--- config.mk ---
export PLATFORM = sky130hd
export DESIGN_NAME = led_pattern_scheduler
export DESIGN_NICKNAME = d
export VERILOG_FILES = /design/src/rtl/led_sched_pkg.sv /design/src/rtl/btn_debounce.sv /design/src/rtl/led_pattern_scheduler.sv
export SDC_FILE = /design/constraint.sdc
export NUM_CORES = 1
export LEC_CHECK = 0
export ABC_AREA = 1
export BUFFER_PORTS_ARGS = -buffer_cell sky130_fd_sc_hd__buf_2
export CAP_MARGIN = 20
export CORE_AREA = 10 10 102 104
export CTS_BUF_LIST = sky130_fd_sc_hd__clkbuf_16
export CTS_CLUSTER_SIZE = 30
export DETAILED_ROUTE_END_ITERATION = 8
export DIE_AREA = 0 0 112 114
export PLACE_DENSITY = 0.66
export SLEW_MARGIN = 20
export SYNTH_ARGS = -nofsm -noshare
export SYNTH_HDL_FRONTEND = slang
export SYNTH_HIERARCHICAL = 1
export SYNTH_SLANG_ARGS = --single-unit
--- constraint.sdc ---
create_clock -name clk -period 3 [get_ports clk]
set_clock_uncertainty 0.05 [all_clocks]
set_input_delay 0.3 -clock clk [delete_from_list [all_inputs] [get_ports clk]]
set_output_delay 0.3 -clock clk [all_outputs]
set_load 0.1 [all_outputs]
--- src/rtl/led_sched_pkg.sv ---
// Shared mode encodings, pattern constants and pattern helpers for the LED scheduler.
// Pure definitions: no latency, no flow control.
package led_sched_pkg;

  typedef enum logic [1:0] {
    MODE_OFF    = 2'd0,
    MODE_BINARY = 2'd1,
    MODE_CHASE  = 2'd2,
    MODE_BLINK  = 2'd3
  } mode_e;

  localparam int unsigned DEF_PRESCALE   = 2_500_000;
  localparam int unsigned DEF_DEB_CYCLES = 500_000;

  localparam logic [2:0] PAT_INIT_OFF    = 3'b000;
  localparam logic [2:0] PAT_INIT_BINARY = 3'b000;
  localparam logic [2:0] PAT_INIT_CHASE  = 3'b001;
  localparam logic [2:0] PAT_INIT_BLINK  = 3'b000;

  function automatic mode_e next_mode(input mode_e m);
    mode_e r;
    case (m)
      MODE_OFF:    r = MODE_BINARY;
      MODE_BINARY: r = MODE_CHASE;
      MODE_CHASE:  r = MODE_BLINK;
      default:     r = MODE_OFF;
    endcase
    return r;
  endfunction

  function automatic logic [2:0] init_pattern(input mode_e m);
    logic [2:0] r;
    case (m)
      MODE_OFF:    r = PAT_INIT_OFF;
      MODE_BINARY: r = PAT_INIT_BINARY;
      MODE_CHASE:  r = PAT_INIT_CHASE;
      default:     r = PAT_INIT_BLINK;
    endcase
    return r;
  endfunction

  function automatic logic [2:0] step_pattern(input mode_e m, input logic [2:0] p);
    logic [2:0] r;
    case (m)
      MODE_OFF:    r = 3'b000;
      MODE_BINARY: r = p + 3'd1;
      MODE_CHASE:  r = {p[1:0], p[2]};
      default:     r = ~p;
    endcase
    return r;
  endfunction

endpackage

--- src/rtl/btn_debounce.sv ---
// Two-flop synchronizer, counting debouncer and one-cycle press event for an active-low button.
// Latency: 2 sync + DEB_CYCLES cycles to a level change; no backpressure, event is a single pulse.
module btn_debounce
  import led_sched_pkg::*;
#(
  parameter int unsigned DEB_CYCLES = DEF_DEB_CYCLES
) (
  input  logic clk,
  input  logic rst_n,
  input  logic btn_n,
  output logic pressed,
  output logic press_evt
);

  localparam int unsigned CW = $clog2(DEB_CYCLES);
  localparam logic [CW-1:0] CNT_LAST = CW'(DEB_CYCLES - 1);

  logic          sync_q1;
  logic          sync_q2;
  logic          raw_pressed;
  logic [CW-1:0] cnt_q;

  assign raw_pressed = ~sync_q2;

  always_ff @(posedge clk or negedge rst_n) begin
    if (!rst_n) begin
      sync_q1 <= 1'b1;
      sync_q2 <= 1'b1;
    end else begin
      sync_q1 <= btn_n;
      sync_q2 <= sync_q1;
    end
  end

  // Any sample agreeing with the accepted level restarts the stability run.
  always_ff @(posedge clk or negedge rst_n) begin
    if (!rst_n) begin
      pressed   <= 1'b0;
      cnt_q     <= '0;
      press_evt <= 1'b0;
    end else begin
      press_evt <= 1'b0;
      if (raw_pressed == pressed) begin
        cnt_q <= '0;
      end else if (cnt_q == CNT_LAST) begin
        pressed   <= raw_pressed;
        cnt_q     <= '0;
        press_evt <= raw_pressed;
      end else begin
        cnt_q <= cnt_q + CW'(1);
      end
    end
  end

endmodule

--- src/rtl/led_pattern_scheduler.sv ---
// Button-selected LED pattern generator stepped by a prescaled tick; mode, led and tick are registered.
// Mode follows a qualified press by one cycle; no backpressure, enable=0 freezes the pattern.
module led_pattern_scheduler
  import led_sched_pkg::*;
#(
  parameter int unsigned PRESCALE   = DEF_PRESCALE,
  parameter int unsigned DEB_CYCLES = DEF_DEB_CYCLES
) (
  input  logic       clk,
  input  logic       rst_n,
  input  logic       btn_n,
  input  logic       enable,
  output logic [3:1] led,
  output logic [1:0] mode,
  output logic       tick
);

  localparam logic [23:0] PS_LAST = 24'(PRESCALE - 1);

  logic        pressed;
  logic        press_evt;
  logic        mode_adv;
  mode_e       mode_q;
  mode_e       mode_d;
  logic [23:0] cnt_q;
  logic [23:0] cnt_d;
  logic [2:0]  led_q;
  logic [2:0]  led_d;
  logic        tick_q;
  logic        tick_d;

  btn_debounce #(
    .DEB_CYCLES(DEB_CYCLES)
  ) u_btn_debounce (
    .clk       (clk),
    .rst_n     (rst_n),
    .btn_n     (btn_n),
    .pressed   (pressed),
    .press_evt (press_evt)
  );

  assign mode_adv = press_evt & pressed;

  always_ff @(posedge clk or negedge rst_n) begin
    if (!rst_n) mode_q <= MODE_OFF;
    else        mode_q <= mode_d;
  end

  always_comb begin
    mode_d = mode_q;
    if (mode_adv) mode_d = next_mode(mode_q);
  end

  // A mode change wins over a coinciding terminal count: the step is dropped.
  always_comb begin
    cnt_d  = cnt_q;
    led_d  = led_q;
    tick_d = 1'b0;
    if (mode_adv) begin
      cnt_d = '0;
      led_d = init_pattern(mode_d);
    end else if (!enable) begin
      cnt_d = '0;
    end else if (cnt_q == PS_LAST) begin
      cnt_d  = '0;
      tick_d = 1'b1;
      led_d  = step_pattern(mode_q, led_q);
    end else begin
      cnt_d = cnt_q + 24'd1;
    end
  end

  always_ff @(posedge clk or negedge rst_n) begin
    if (!rst_n) begin
      cnt_q  <= '0;
      led_q  <= 3'b000;
      tick_q <= 1'b0;
    end else begin
      cnt_q  <= cnt_d;
      led_q  <= led_d;
      tick_q <= tick_d;
    end
  end

  assign led  = led_q;
  assign mode = mode_q;
  assign tick = tick_q;

endmodule

## Word level (Yosys, flattened, before mapping)

Index checks and enable logic that the tools add are counted.

| cells by class | value |
|---|---|
| bitwise operators | 4 |
| $add $sub $neg | 3 |
| reductions and logical operators | 5 |
| mux-type cells | 17 |
| eq/ne operators | 6 |

Operator list:

| cell | number |
|---|---|
| $mux 24 | 3 |
| $mux 19 | 2 |
| $add 24x1->24 const B | 1 |
| $eq 24x22->1 const B | 1 |
| $add 19x1->19 const B | 1 |
| $eq 19x19->1 const B | 1 |
| $mux 3 | 3 |
| $pmux 3 s3 | 1 |
| $mux 1 | 6 |
| $pmux 2 s3 | 1 |
| $eq 2x2->1 const B | 2 |
| $reduce_and 2->1 | 2 |
| $reduce_bool 2->1 | 2 |
| $add 3x1->3 const B | 1 |
| $not 3->3 | 1 |
| $eq 2x1->1 const B | 1 |
| $logic_not 2->1 | 1 |
| $mux 2 | 1 |
| $not 1->1 | 2 |
| $and 1x1->1 | 1 |
| $eq 1x1->1 | 1 |

| storage, ports and cells | value |
|---|---|
| register bits | 53 |
| word-level logic and storage cells | 44 |
| input port bits | 4 |

## Depth between registers and ports, before layout

| logic depth | value |
|---|---|
| depth after elaboration | 6 |
| depth in mapped cells | 10 |
| mapped depth without buffers | 10 |

## Cells and area by module

The synthesis kept the hierarchy.

By module, submodules not included:

| module | area each (um^2) | instances | seq. area each (um^2) | cells each |
|---|---|---|---|---|
| led_pattern_scheduler | 1941.9 | 1 | 750.7 | 293 |
| btn_debounce | 1335.0 | 1 | 578.1 | 182 |

## Least setup slack after synthesis

No wires, ideal clock.

| timing | value |
|---|---|
| path type | register -> register |
| start point | register mode_q[0], in the netlist mode[0] |
| end point | register led_q[0], in the netlist led[1] |
| stages on the path, launching flop included | 11 |
| setup time | 0.124 ns |
| required time | 2.826 ns |
| path slack | 0.996 ns |
| arrival | 1.830 ns |
| cells stage by stage | dfrtp_1 inv_1 ha_1 nand2_1 inv_1 nand2_1 o21ai_0 nand2_1 nand2_1 nand3_1 nand2_1 |

| on the way | value |
|---|---|
| longest elaborated chain between the ends | 6 |
| elaborated cells between the ends (all ways) | 11 |

RTL lines:

| what | line | text |
|---|---|---|
| start: declaration | led_pattern_scheduler.sv:23 | `mode_e mode_q;` |
| start signal: assignment | led_pattern_scheduler.sv:46 | `else mode_q <= mode_d;` |
| $eq 2x2->1 (tied with other cells) | led_sched_pkg.sv:22, led_sched_pkg.sv:44 |  |
| $pmux 2 s3 | led_sched_pkg.sv:22 | `case (m)` |
| $mux 2 | led_pattern_scheduler.sv:51 | `if (mode_adv) mode_d = next_mode(mode_q);` |
| $eq 2x2->1 | led_sched_pkg.sv:33 | `case (m)` |
| $mux 1 | led_sched_pkg.sv:33 |  |
| $mux 3 (*) | led_pattern_scheduler.sv:59 | `if (mode_adv) begin` |
| end signal: assignment | led_pattern_scheduler.sv:80 | `led_q <= led_d;` |
| end: declaration | led_pattern_scheduler.sv:27 | `logic [2:0] led_q;` |

Mark *: on every way between the ends. The rest lies on a longest branch, timed or not. The select of a mux whose other input is x is not followed.
A chain may end at the register's enable or synchronous reset.

==> impl_metrics.env <==
export IMPL_fin_hold_ws_ns=0.0537
export IMPL_whs_endpoint="u_btn_debounce/sync_q1"
export IMPL_crit_path_max_fanout=18
export IMPL_synth_nets=486
export IMPL_overflow=0
export IMPL_mostFrequentLayoutCell="nor2_1"
export IMPL_grt_pass1_wl_microns=13000
export IMPL_worst_pin_slew_ns=0.625
export IMPL_clockRootBuffer="clkbuf_16"
export IMPL_crit_start="cnt_q[0]"
export IMPL_dp_hpwl_microns=5510
export IMPL_ys_ff_latch=53
export IMPL_rows=34
export IMPL_critPathKind="flop to flop"
export IMPL_r2r_cells=8
export IMPL_clock_fmax_mhz=584
export IMPL_io_pins=10
export IMPL_grt_start_max_net_pins=28
export IMPL_synthCells=475
export IMPL_drive_gt1_share_pct=9.55
export IMPL_hold_path_class="primary input to flop"
export IMPL_ir_drop_uv=225
export IMPL_min_period_ns=1.71
export IMPL_fillers=867
export IMPL_p_leak_nw=1.61
export IMPL_maxCapViolations=0
export IMPL_gp_congestion=0.878
export IMPL_grt_pass1_vias=2851
export IMPL_antenna_found_initial=0
export IMPL_synth_top_area_share_pct=38.9
export IMPL_crit_required_ns=3.13
export IMPL_synth_area_leader_cell="dfrtp_1"
export IMPL_synth_area_top_cells="dfrtp_1 (39%), nor2_1 (14%), nand2_1 (13%)"
export IMPL_cts_tree="built"
export IMPL_start_kind="flop"
export IMPL_postRouteAntennaNets=0
export IMPL_grt_use_total_pct=11.9
export IMPL_switching_share_pct=21.5
export IMPL_netSwitchingPower_w=0.000310
export IMPL_die_y_microns=114
export IMPL_core_sq_mm=0.00847
export IMPL_fin_tns_setup_ns=0
export IMPL_wl_per_cell_microns=12.0
export IMPL_r2r_start="cnt_q[0]"
export IMPL_min_delay_start="btn_n"
export IMPL_clk_latency_ns=0.30
export IMPL_critical_path_arrival_ns=1.84
export IMPL_cts_repair_resized=0
export IMPL_num_antenna_cells=0
export IMPL_relSlewSlack_pct=58.4
export IMPL_area_growth_pct=10.6
export IMPL_rsz0062_at_grt="no"
export IMPL_hold_viol=0
export IMPL_first_iter_violations=152
export IMPL_period_share_pct=57.1
export IMPL_ys_warn_count=6
export IMPL_intPower_w=0.00113
export IMPL_clkSlewWorstSetupHoldPaths_ns=0.07
export IMPL_status="finished clean"
export IMPL_critPathCaptureType="flop"
export IMPL_finalSetupViolations=0
export IMPL_initial_core_util_pct=38.7
export IMPL_drtPass1Iterations=6
export IMPL_pwr_share_comb_pct=3.2
export IMPL_power_share_sequential_pct=50.7
export IMPL_die_area_sq_mm=0.0128
export IMPL_ys_types=28
export IMPL_p_per_area_mw_per_mm2=398
export IMPL_postSynthAreaPerCell_sq_um=6.90
export IMPL_final_cell_mix="nor2_1 (123), nand2_1 (117), inv_1 (57)"
export IMPL_numPortBuffers=9
export IMPL_num_vias=2900
export IMPL_clockBufferDepth=2
export IMPL_netlist_area_sq_mm=0.00328
export IMPL_ys_seq_area_share_pct=40.5
export IMPL_cts_sinks=53
export IMPL_hold_depth=1
export IMPL_slew_viol_final=0
export IMPL_nets=502
export IMPL_p_clk_share_pct=46.1
export IMPL_cts_max_level=2
export IMPL_die_width_microns=112
export IMPL_routed_via_density=4.83
export IMPL_routed_wl_microns=7190
export IMPL_detail_route_drc_violations=0
export IMPL_reg2reg_slack_ns=1.29
export IMPL_numCtsBuffers=5
export IMPL_timing_rr_end="cnt_q[17]"
==> critical path, stage by stage, from the launching register on <==
cell and delay (ns):
dfrtp_1 0.43, ha_1 0.27, nand2_1 0.11, nor2_1 0.12
nand2_1 0.07, nor2_2 0.14, nand2_2 0.12, nand2_4 0.20
nor2_1 0.08
==> flip-flops by register name, summed over array words and instances, names as in the netlist <==
register / count
cnt_q: 24
u_btn_debounce/pressed: 1
u_btn_debounce/cnt_q: 19
u_btn_debounce/sync_q2: 1
led: 3
u_btn_debounce/sync_q1: 1
u_btn_debounce/press_evt: 1
mode: 2
tick: 1
==> how the worst max path moves through the flow <==
stage	endpoint	slack [ns]
global route	cnt_q[17]	1.08
floorplan	led[1]	1.0
global placement	cnt_q[10]	1.37
detailed placement	cnt_q[17]	1.29
CTS	cnt_q[17]	1.28
finish	cnt_q[17]	1.29
==> power by group through the flow <==
stage | clock (W) | combinational (W) | sequential, W
global route | 0.000713 | 0.0000543 | 0.000731
CTS | 0.000686 | 0.0000484 | 0.000730
finish | 0.000664 | 0.0000465 | 0.000730
detailed placement | 0 | 0.0000475 | 0.000744
global placement | 0 | 0.0000460 | 0.000743
floorplan | 0 | 0.0000235 | 0.000743
==> per-layer routing <==
layer	GRT usage [%]	vias to the layer above	wire length, microns
met5	0	-	0
met4	3.55	0	128
met2	20.2	73	3430
met3	2.83	13	418
li1	-	1497	-
met1	14.7	1317	3220
==> repair_timing <==
action	4_1_cts	5_1_grt
hold buffers	1	0
hold endpoints to repair	24	0
setup endpoints to repair	0	0
buffers inserted	0	0
==> stage by stage <==
stage	setup WS [ns]	cell area, sq um	total power [W]	std cells	util [%]
after floorplan	0.996	3280	0.000766	475	-
after global placement	1.37	3440	0.000789	591	40.7
after detailed placement	1.29	3440	0.000791	591	40.7
after CTS	1.28	3620	0.00146	600	42.8
after global routing	1.08	3620	0.00150	600	42.8
final	1.29	3620	0.00144	600	42.8
==> layout make-up <==
class                      count  area [sq um]  share of cell area [%]
clock buffer                   5           125                    3.45
clock inverter                 3          46.3                    1.28
inverter                      60           225                    6.22
multi-input combinational    360          1700                    46.9
sequential                    53          1330                    36.7
tap                          108           135                    3.73
timing repair buffer          11          62.6                    1.73
==> cell families (layout without fill, tap and decap cells) <==
| logic type | count (synthesis) | after routing | synth area share [%] |
|---|---|---|---|
| xor gates and xnor gates | 15 | 15 | 4.24 |
| adders and majority gates | 7 | 7 | 2.67 |
| and+or+nand+nor | 320 | 320 | 42.1 |
| buffers and inverters | 62 | 79 | 7.56 |
| DFF | 53 | 53 | 40.5 |
| AOI/OAI and AO/OA | 18 | 18 | 2.86 |
==> Yosys cell counts <==
| library cell | number |
|---|---|
| nor2_1 | 123 |
| dfrtp_1 | 51 |
| nand2_1 | 117 |
| o21ai_1 | 1 |
| o211ai_1 | 1 |
| nor2_2 | 7 |
| nand4_1 | 5 |
| inv_2 | 3 |
| o22ai_1 | 1 |
| dfstp_2 | 2 |
| nor3_1 | 10 |
| or2_2 | 1 |
| xnor2_1 | 4 |
| nand2_2 | 8 |
| buf_6 | 2 |
| nand3_2 | 1 |
| nor3b_1 | 1 |
| xor2_1 | 10 |
| inv_1 | 57 |
| ha_1 | 7 |
| nor2_4 | 4 |
| xnor2_2 | 1 |
| and2_1 | 2 |
| nand3_1 | 39 |
| nand2_4 | 1 |
| o21ai_0 | 8 |
| a21oi_1 | 7 |
| nor3_4 | 1 |
Power figures use the tool's default switching activity.
